## src/rtl/uart_loop_pkg.sv

```systemverilog
// uart_loop_pkg: shared state encoding, default terminator and counter width helpers for the UART loopback buffer
package uart_loop_pkg;
    typedef enum logic [2:0] {IDLE, LOAD, PULSE, WAIT_BUSY, WAIT_IDLE} state_e;
    localparam int TERM_DEFAULT = 'h0D;
    function automatic int lvl_w(input int depth);
        return $clog2(depth) + 1;
    endfunction
    function automatic int tmo_w(input int tmo);
        return $clog2(tmo + 1);
    endfunction
endpackage

```

## src/rtl/sync_fifo.sv

```systemverilog
// sync_fifo: single-clock FIFO with head read and occupancy; a push into a full FIFO lands only if a pop frees a slot
module sync_fifo import uart_loop_pkg::*; #(
    parameter int DATA_W = 8,
    parameter int DEPTH  = 16
) (
    input  logic                      clk,
    input  logic                      rst_n,
    input  logic                      push,
    input  logic                      pop,
    input  logic [DATA_W-1:0]         din,
    output logic [DATA_W-1:0]         head,
    output logic                      full,
    output logic                      empty,
    output logic [lvl_w(DEPTH)-1:0]   level
);
    localparam int AW = $clog2(DEPTH);
    localparam int LW = lvl_w(DEPTH);
    logic [DATA_W-1:0] mem_q [DEPTH];
    logic [AW-1:0] wr_q, wr_d, rd_q, rd_d;
    logic [LW-1:0] level_q, level_d;
    logic wr_en;
    always_comb begin
        wr_en   = push && (!full || pop);
        wr_d    = wr_q + AW'(wr_en);
        rd_d    = rd_q + AW'(pop);
        level_d = level_q + LW'(wr_en) - LW'(pop);
    end
    always_ff @(posedge clk) begin
        if (!rst_n) begin
            wr_q    <= '0;
            rd_q    <= '0;
            level_q <= '0;
        end else begin
            wr_q    <= wr_d;
            rd_q    <= rd_d;
            level_q <= level_d;
        end
    end
    always_ff @(posedge clk) begin
        if (wr_en) mem_q[wr_q] <= din;
    end
    assign full  = level_q == LW'(DEPTH);
    assign empty = level_q == '0;
    assign head  = mem_q[rd_q];
    assign level = level_q;
endmodule

```

## src/rtl/uart_loop_fifo.sv

```systemverilog
// uart_loop_fifo: buffers received UART words and feeds them to the transmitter, optionally releasing only whole lines
module uart_loop_fifo import uart_loop_pkg::*; #(
    parameter int                DATA_W    = 8,
    parameter int                DEPTH     = 16,
    parameter int                LINE_MODE = 0,
    parameter logic [DATA_W-1:0] TERM      = DATA_W'(TERM_DEFAULT),
    parameter int                BUSY_TMO  = 8
) (
    input  logic                      sys_clk,
    input  logic                      sys_rst_n,
    input  logic                      recv_done,
    input  logic [DATA_W-1:0]         recv_data,
    input  logic                      tx_busy,
    output logic                      send_en,
    output logic [DATA_W-1:0]         send_data,
    output logic [lvl_w(DEPTH)-1:0]   fifo_level,
    output logic                      overflow
);
    localparam int LW = lvl_w(DEPTH);
    localparam int TW = tmo_w(BUSY_TMO);
    state_e state_q, state_d;
    logic d0_q, d0_d, d1_q, d1_d;
    logic overflow_q, overflow_d;
    logic [DATA_W-1:0] send_data_q, send_data_d, head;
    logic [LW-1:0] line_cnt_q, line_cnt_d;
    logic [TW-1:0] tmo_q, tmo_d;
    logic push, pop, push_ok, full, empty, eligible;

    sync_fifo #(.DATA_W(DATA_W), .DEPTH(DEPTH)) u_fifo (
        .clk(sys_clk), .rst_n(sys_rst_n), .push(push), .pop(pop), .din(recv_data),
        .head(head), .full(full), .empty(empty), .level(fifo_level)
    );

    always_comb begin
        d0_d        = recv_done;
        d1_d        = d0_q;
        push        = d0_q && !d1_q;
        pop         = state_q == LOAD;
        push_ok     = push && (!full || pop);
        overflow_d  = overflow_q || (push && !push_ok);
        line_cnt_d  = line_cnt_q + LW'(push_ok && recv_data == TERM) - LW'(pop && head == TERM);
        // a full buffer must drain even without a terminator, otherwise nothing could ever be accepted again
        eligible    = !empty && (LINE_MODE == 0 || line_cnt_q != '0 || full);
        state_d     = state_q;
        send_data_d = send_data_q;
        tmo_d       = tmo_q;
        case (state_q)
            IDLE:      if (eligible && !tx_busy) begin
                           state_d     = LOAD;
                           send_data_d = head;
                       end
            LOAD:      state_d = PULSE;
            PULSE:     begin
                           state_d = WAIT_BUSY;
                           tmo_d   = '0;
                       end
            WAIT_BUSY: if (tx_busy) state_d = WAIT_IDLE;
                       else if (tmo_q == TW'(BUSY_TMO - 1)) state_d = IDLE;
                       else tmo_d = tmo_q + TW'(1);
            WAIT_IDLE: if (!tx_busy) state_d = IDLE;
            default:   state_d = IDLE;
        endcase
    end

    always_ff @(posedge sys_clk) begin
        if (!sys_rst_n) begin
            state_q     <= IDLE;
            d0_q        <= 1'b0;
            d1_q        <= 1'b0;
            overflow_q  <= 1'b0;
            send_data_q <= '0;
            line_cnt_q  <= '0;
            tmo_q       <= '0;
        end else begin
            state_q     <= state_d;
            d0_q        <= d0_d;
            d1_q        <= d1_d;
            overflow_q  <= overflow_d;
            send_data_q <= send_data_d;
            line_cnt_q  <= line_cnt_d;
            tmo_q       <= tmo_d;
        end
    end

    assign send_en   = state_q == PULSE;
    assign send_data = send_data_q;
    assign overflow  = overflow_q;
endmodule

```

## config.mk

```make
export PLATFORM = sky130hd
export DESIGN_NAME = uart_loop_fifo
export DESIGN_NICKNAME = d
export VERILOG_FILES = /design/src/rtl/uart_loop_pkg.sv /design/src/rtl/sync_fifo.sv /design/src/rtl/uart_loop_fifo.sv
export SDC_FILE = /design/constraint.sdc
export NUM_CORES = 1
export LEC_CHECK = 0
export ABC_AREA = 1
export BUFFER_PORTS_ARGS = -buffer_cell sky130_fd_sc_hd__buf_2
export CORE_ASPECT_RATIO = 1.25
export CORE_UTILIZATION = 41
export DETAILED_ROUTE_END_ITERATION = 10
export GPL_TIMING_DRIVEN = 0
export PLACE_DENSITY = 0.62
export REMOVE_ABC_BUFFERS = 1
export SYNTH_ARGS = -nofsm -noshare
export SYNTH_HDL_FRONTEND = slang
export SYNTH_HIERARCHICAL = 1
export SYNTH_SLANG_ARGS = --single-unit
```

## constraint.sdc

```tcl
create_clock -name sys_clk -period 3.65 [get_ports sys_clk]
set_input_delay 0.73 -clock sys_clk [delete_from_list [all_inputs] [get_ports sys_clk]]
set_output_delay 0.73 -clock sys_clk [all_outputs]
set_load 0.005 [all_outputs]
```

==> results of run 1 <==
[logic make-up after synthesis]
| logic type | count (synthesis) |
|---|---|
| buf+inv | 176 |
| compound gates | 31 |
| xor+xnor | 3 |
| fa+ha+maj | 11 |
| flops | 159 |
| simple gates | 358 |
[layout make-up]
cell class | count | share of cell area, %
Clock inverter | 14 | 2.634
Multi-Input combinational cell | 403 | 24.50
Tap cell | 220 | 3.409
Timing Repair Buffer | 28 | 1.952
Clock buffer | 18 | 5.315
Inverter | 148 | 6.879
Sequential cell | 159 | 55.31
[worst max-delay path, stage by stage (launching register included)]
cell	delay, ns
dfxtp_2	0.47
buf_12	0.26
inv_2	0.85
nand2_1	0.12
nand2_1	0.11
nand2_1	0.05
nand3_1	0.17
nand3_1	0.14
nand2_1	0.13
o21ai_1	0.09
a21oi_2	0.12
[power groups by stage]
| stage | sequential, µW | combinational, µW | clock [µW] |
|---|---|---|---|
| 6_report | 2210 | 1320 | 1920 |
| 3_5_place_dp | 2250 | 1330 | 0 |
| 2_1_floorplan | 2260 | 862 | 0 |
| 5_1_grt | 2230 | 1510 | 2020 |
| 3_3_place_gp | 2320 | 1240 | 0 |
| 4_1_cts | 2210 | 1340 | 1940 |
[through the flow]
step	setup slack (ns)	total power, µW	cells
final	1.013	5448	990
after global routing	0.7762	5753	990
after CTS	1.017	5488	989
after detailed placement	1.030	3581	957
after global placement	-0.8676	3559	956
after floorplan	0.8343	3123	710
[metal layers]
metal	wire length, µm	vias to the layer above	global-route usage (%)
li1	-	2398	-
met1	6184	2166	21.28
met2	7770	103	31.01
met3	596	22	3.277
met4	376	0	7.963
met5	0	-	0
[registers in the layout (all words and copies together) (netlist names)]
register	cells
send_data	8
d1_q	1
u_fifo/mem_q	128
d0_q	1
u_fifo/level	5
tmo_q	4
u_fifo/wr_q	4
state_q	3
overflow	1
u_fifo/rd_q	4
[placed cells by master, fill, tap and decap left out, types with 6 or more instances in the layout]
cell type and n:
nand3_1 107, dfxtp_1 29, edfxtp_1 128, ha_1 10
nor2_1 17, buf_2 26, clkbuf_16 17, a21oi_1 8
o21ai_1 6, inv_1 142, nor3_1 11, nand2_1 207
a21oi_2 9
[worst max-delay path by stage]
stage                        start      endpoint  slack (ns)
floorplan           u_fifo/rd_q[0]  send_data[2]        0.83
global placement    u_fifo/rd_q[0]  send_data[1]       -0.87
detailed placement  u_fifo/rd_q[0]  send_data[2]        1.03
CTS                 u_fifo/rd_q[0]  send_data[2]        1.02
global route        u_fifo/rd_q[0]  send_data[1]        0.78
finish              u_fifo/rd_q[0]  send_data[1]        1.01
==> impl_results.md, run 1 <==
- Initial antenna violation count: 0
- Fin crit period: 2.637 ns
- Vias: 4,689
- Min-delay src: d0_q
- Top cells by count, synth: nand2_1 (207), inv_1 (142), edfxtp_1 (128)
- Leakage: about 0.0035 µW
- Yosys warns: 6
- Initial drt markers: 300
- Peak supply drop: approximately 0.31 mV
- Vias/cell: 4.736
- Internal: 3741 µW
- Clock Skew: 0.007382 ns
- Synth-to-layout area growth: 12.32%
- Max Cap Viol: 0
- Final RePlAce weighted congestion: 0.7803
- Antenna diodes: 0
- Count leader, synth: nand2_1
- Hold_buf cts: 0
- Synth Area in Compound Gates: 2.924%
- Detailed placement HPWL: 8.893 mm
- Fin. Hold Viols: 0
- Clock Sinks: 159
- Std cell rows: 53
- Relative slew slack: 4.656%
- WP data required: 4.00 ns
- GRT Overall Usage: roughly 18%
- DIE AREA: 0.01807 mm²
- Total net switching power: 1707 µW
- Synth top area share: 53.46%
- Routed len/inst: roughly 15 µm
- Seq pwr share: 40.6%
- Multi-input logic area: 0.001978 mm²
- Register area: around 0.0045 mm²
- Die width: 120.4 µm
- Num CTS Buffers: 17
- Xor-xnor portion of the synthesized cell area: less than 1%
- Status: completed
- Cts repair resizes: 0
- Post-synthesis instance area: 0.007189 mm²
- Crit Path Max Fanout: 64
- Synth Area per Inst: 9.742 µm²
- Vias in the first global route: 4,362
- Worst-Skew Late Latency: 0.42 ns
- Mux cell area share after synthesis: 0%
- Hold Path Stages: 2
- Fill count: 1,597
- First drt pass iteration count: 5
- Post-route clock period utilization: 72.24%
- Setup tns final: 0 ns
- Top area cells in the synthesized netlist: edfxtp_1 (53%), nand2_1 (11%), dfxtp_1 (8.6%)
- Routed wire length: 14.93 mm
- Startpoint Class: flip-flop
- Post-synthesis sequential area ratio: a little over 60%
- Final Core Density: 47.57%
- Global-route wire length before repair: 23.34 mm
- R2R Setup Slk: 1.01 ns
- Cell taking the most area after synthesis: edfxtp_1
- Primary FF master, synth: edfxtp_1
- Register-to-Register Path Depth: 10
- Postcts setup bufs: 0
- Core ar.: 0.01698 mm²
- Crit path DAT: roughly 3 ns
- IO buf count: 26
- Post-synth EDFFs: 128
- Setup crit end kind: flip-flop
- Worst flop-to-flop path startpoint: u_fifo/rd_q[0]
- Layout cells sized above 1: 11.56%
- DR DRC count: 0
- Antenna violation net count after detailed routing: 0
- FF-to-FF End: send_data[1]
- Seq cells post-synth: between 150 and 200
- Worst Tran Pin Value: 1.419 ns
- Pwr dens: 674.6 mW/mm²
- Die Ht: 150.1 µm
- Clock power frac: 35.2%
- Fin. max-slew vios: 0
- CTS Buffer Depth: 2
- Crit Path Category: flip-flop to flip-flop
- Cell count after synthesis: 738
- RSZ-0062 raised after global routing: no
- Nets: 780
- Final Setup Violations: 0
- Netlist cell types: 33
- Placed Instance Area: approximately 0.0074 mm²
- Max Clk Rate: 379.3 MHz
- Grt total ovfl: 0
- Ys async rst share: 0%
- Combinational family with the most area after synthesis: simple AND/OR/NAND/NOR gates
- Largest net degree at the start of global routing: 65
- CTS tree: yes
- H-Tree Depth: 4
- Initial Util: 42.35%
- Post-synthesis adder-cell area fraction: 2.019%
- Final Cell Area: 0.008075 mm²
- Min-Delay Endpoint: d1_q
- CTS Root Buffer Type: clkbuf_16
- Comb power frac: 24.2%
- IO Pins: 27
- Net Sw Frac: 31.33%
- CTS clk-pin slew, worst paths: approximately 0.06 ns
- Post-Synth Simple-Gate Area: 22.07%
- HP Class: flip-flop to flip-flop
- WHS: around 0.43 ns
(Power assumes the default switching activity.)
==> run 2: changes to the inputs <==
--- a/config.mk
+++ b/config.mk
@@ -11,7 +11,7 @@
 export CORE_UTILIZATION = 41
 export DETAILED_ROUTE_END_ITERATION = 10
 export GPL_TIMING_DRIVEN = 0
-export PLACE_DENSITY = 0.62
+export PLACE_DENSITY = 0.64
 export REMOVE_ABC_BUFFERS = 1
 export SYNTH_ARGS = -nofsm -noshare
 export SYNTH_HDL_FRONTEND = slang
==> constraint.sdc (replaced) <==
create_clock -name sys_clk -period 2.2 [get_ports sys_clk]
set_input_delay 0.44 -clock sys_clk [delete_from_list [all_inputs] [get_ports sys_clk]]
set_output_delay 0.44 -clock sys_clk [all_outputs]
set_load 0.005 [all_outputs]
==> impl_results.md, run 2 (synthesis gave the netlist of run 1 again) <==
- Met1 wire length: 6.042 mm (-2.3%)
- Pwr dens: 1057 mW/mm² (+57%)
- Vias/cell: 4.834 (+2.1%)
- Initial Util: 42.35% (unchanged)
- WHS: 0.2018 ns (-0.2295 ns)
- Register-to-Register Path Depth: 6 (-4)
- Crit Path Category: flip-flop to flip-flop
- Crit path from: u_fifo/level[2]
- Nets: 790 (+1.3%)
- Startpoint Class: flip-flop
- CTS Buffer Depth: 2 (unchanged)
- Antenna diodes: 0 (unchanged)
- Num CTS Buffers: 17 (unchanged)
- Synth-to-layout area growth: 13.14%
- Setup crit end kind: flip-flop
- Relative slew slack: 44.55% (+40 points)
- Die width: 120.4 µm (unchanged)
- Largest register FFs: 128 (unchanged)
- Std cell rows: 53 (unchanged)
- Initial drt markers: 268 (-11%)
- Hold_buf cts: 0 (unchanged)
- Peak supply drop: 0.4716 mV (+51%)
- Net Sw Frac: 32.67% (+1.3 points)
- Crit path DAT: 2.13 ns (-0.86 ns)
- IO Pins: 27 (unchanged)
- Routed wire length: 15.18 mm (+1.7%)
- WP data required: 2.24 ns (-1.76 ns)
- Routed len/inst: 15.21 µm (+0.85%)
- First drt pass iteration count: 5 (unchanged)
- Antenna violation net count after detailed routing: 0 (unchanged)
- Commonest cells after routing, fill and taps aside: nand2_1 (207), inv_1 (139), edfxtp_1 (128), nand3_1 (106), buf_2 (26)
- DR DRC count: 0 (unchanged)
- Worst Tran Pin Value: 0.8273 ns (-0.5920 ns)
- Clock power frac: 30.5% (-4.7 points)
- DIE AREA: 0.01807 mm² (unchanged)
- HP Class: input port to flip-flop
- Status: completed
- Leakage: 0.003471 µW (-0.17%)
- Fin crit period: 2.089 ns (-0.5477 ns)
- Crit path to: u_fifo/mem_q[7][4]
- FF-to-FF End: u_fifo/mem_q[7][4]
- CTS clk-pin slew, worst paths: 0.06 ns (about the same)
- Detailed placement HPWL: 8.886 mm (about the same)
- CTS tree: yes
- Final RePlAce weighted congestion: 0.7659 (-1.8%)
- Total net switching power: 2810 µW (+65%)
- Comb power frac: 26.5% (+2.3 points)
- Post-route clock period utilization: 94.95% (+23 points)
- Seq pwr share: 43.0% (+2.4 points)
- GRT Overall Usage: 17.67% (-0.10 points)
- Crit Path Max Fanout: 10 (-84%)
- Biggest register: u_fifo/mem_q
- Core ar.: 0.01698 mm² (unchanged)
- DR WL met3: 700 µm (+17%)
- Die Ht: 150.1 µm (unchanged)
- Met2 wire length: 7.981 mm (+2.7%)
- Clock Skew: 0.01155 ns (+0.004171 ns)
- Vias: 4,824 (+2.9%)
- Pre-CTS setup slack: -0.4510 ns (-1.481 ns)
- IO buf count: 26 (unchanged)
- Final Setup Violations: 0 (unchanged)
- Max Cap Viol: 0 (unchanged)
- R2R Setup Slk: 0.11 ns (-0.90 ns)
- Final Core Density: 47.91% (+0.35 points)
- Largest net degree at the start of global routing: 65 (unchanged)
- CTS Root Buffer Type: clkbuf_16
- Final Worst Setup Slack: 0.1111 ns (-0.9023 ns)
- Fin. max-slew vios: 0 (unchanged)
- Internal: 5791 µW (+55%)
- Vias in the first global route: 4,546 (+4.2%)
- Top Metal Used: met4
- Fin. Hold Viols: 0 (unchanged)
- Global-route wire length before repair: 23.58 mm (+1.0%)
- Worst-Skew Late Latency: 0.41 ns (about the same)
- Layout cells sized above 1: 15.68% (+4.1 points)
- Initial antenna violation count: 0 (unchanged)
- Commonest non-fill, non-tap cell in the layout: nand2_1
- Grt total ovfl: 0 (unchanged)
- Clock Sinks: 159 (unchanged)
- Max Clk Rate: 478.7 MHz (+26%)
- Worst flop-to-flop path startpoint: u_fifo/level[2]
- H-Tree Depth: 4 (unchanged)
## run 2: routing by layer
layer,GRT usage [%],up-vias
met5,0,-
met4,9.136,0
met3,3.277,27
met2,31.21,109
met1,20.33,2267
li1,-,2421
## run 2: layout make-up
class / count / area (µm²)
Clock buffer: 17 / 425.4
Timing Repair Buffer: 38 / 232.7
Tap cell: 220 / 275.3
Inverter: 148 / 563.0
Sequential cell: 159 / 4484
Multi-Input combinational cell: 403 / 2052
Fill cell: 1574 / 8842
Clock inverter: 13 / 101.3
## run 2: power by group through the flow
| stage | combinational (µW) | clock (µW) | sequential, µW |
|---|---|---|---|
| after global routing | 2620 | 2790 | 3730 |
| after detailed placement | 2170 | 0 | 3750 |
| after floorplan | 1430 | 0 | 3750 |
| after global placement | 2040 | 0 | 3850 |
| after CTS | 2190 | 2670 | 3690 |
| final | 2280 | 2620 | 3700 |
## run 2: worst min-delay path by stage
| stage | startpoint | to | cells past startpoint |
|---|---|---|---|
| finish | recv_done | d0_q | 3 |
| global route | recv_done | d0_q | 3 |
| CTS | recv_done | d0_q | 3 |
| detailed placement | d0_q | d1_q | 2 |
| global placement | d0_q | d1_q | 2 |
| floorplan | d0_q | d1_q | 2 |
## run 2: metrics by stage
stage | instance area [µm²] | TNS [ns] | total power (µW) | instances
floorplan | 6988 | -4.642 | 5181 | 710
global placement | 7393 | -40.86 | 5890 | 956
detailed placement | 7416 | -25.39 | 5919 | 957
CTS | 7983 | -12.05 | 8553 | 987
global route | 8134 | -0.1367 | 9139 | 998
finish | 8134 | 0 | 8601 | 998
## run 2: timing repair
action | CTS | global route
buffers inserted | 0 | 10
pin swaps | 0 | 5
setup endpoints to repair | 113 | 64
gates resized for setup | 12 | 23
## run 2: worst max-delay path, cell delays in order (launching register included)
cell     delay [ns]
dfxtp_2        0.34
inv_1          0.06
ha_1           0.24
nand4_2        0.13
o21ai_4        0.13
buf_4          0.19
nor3_2         0.63
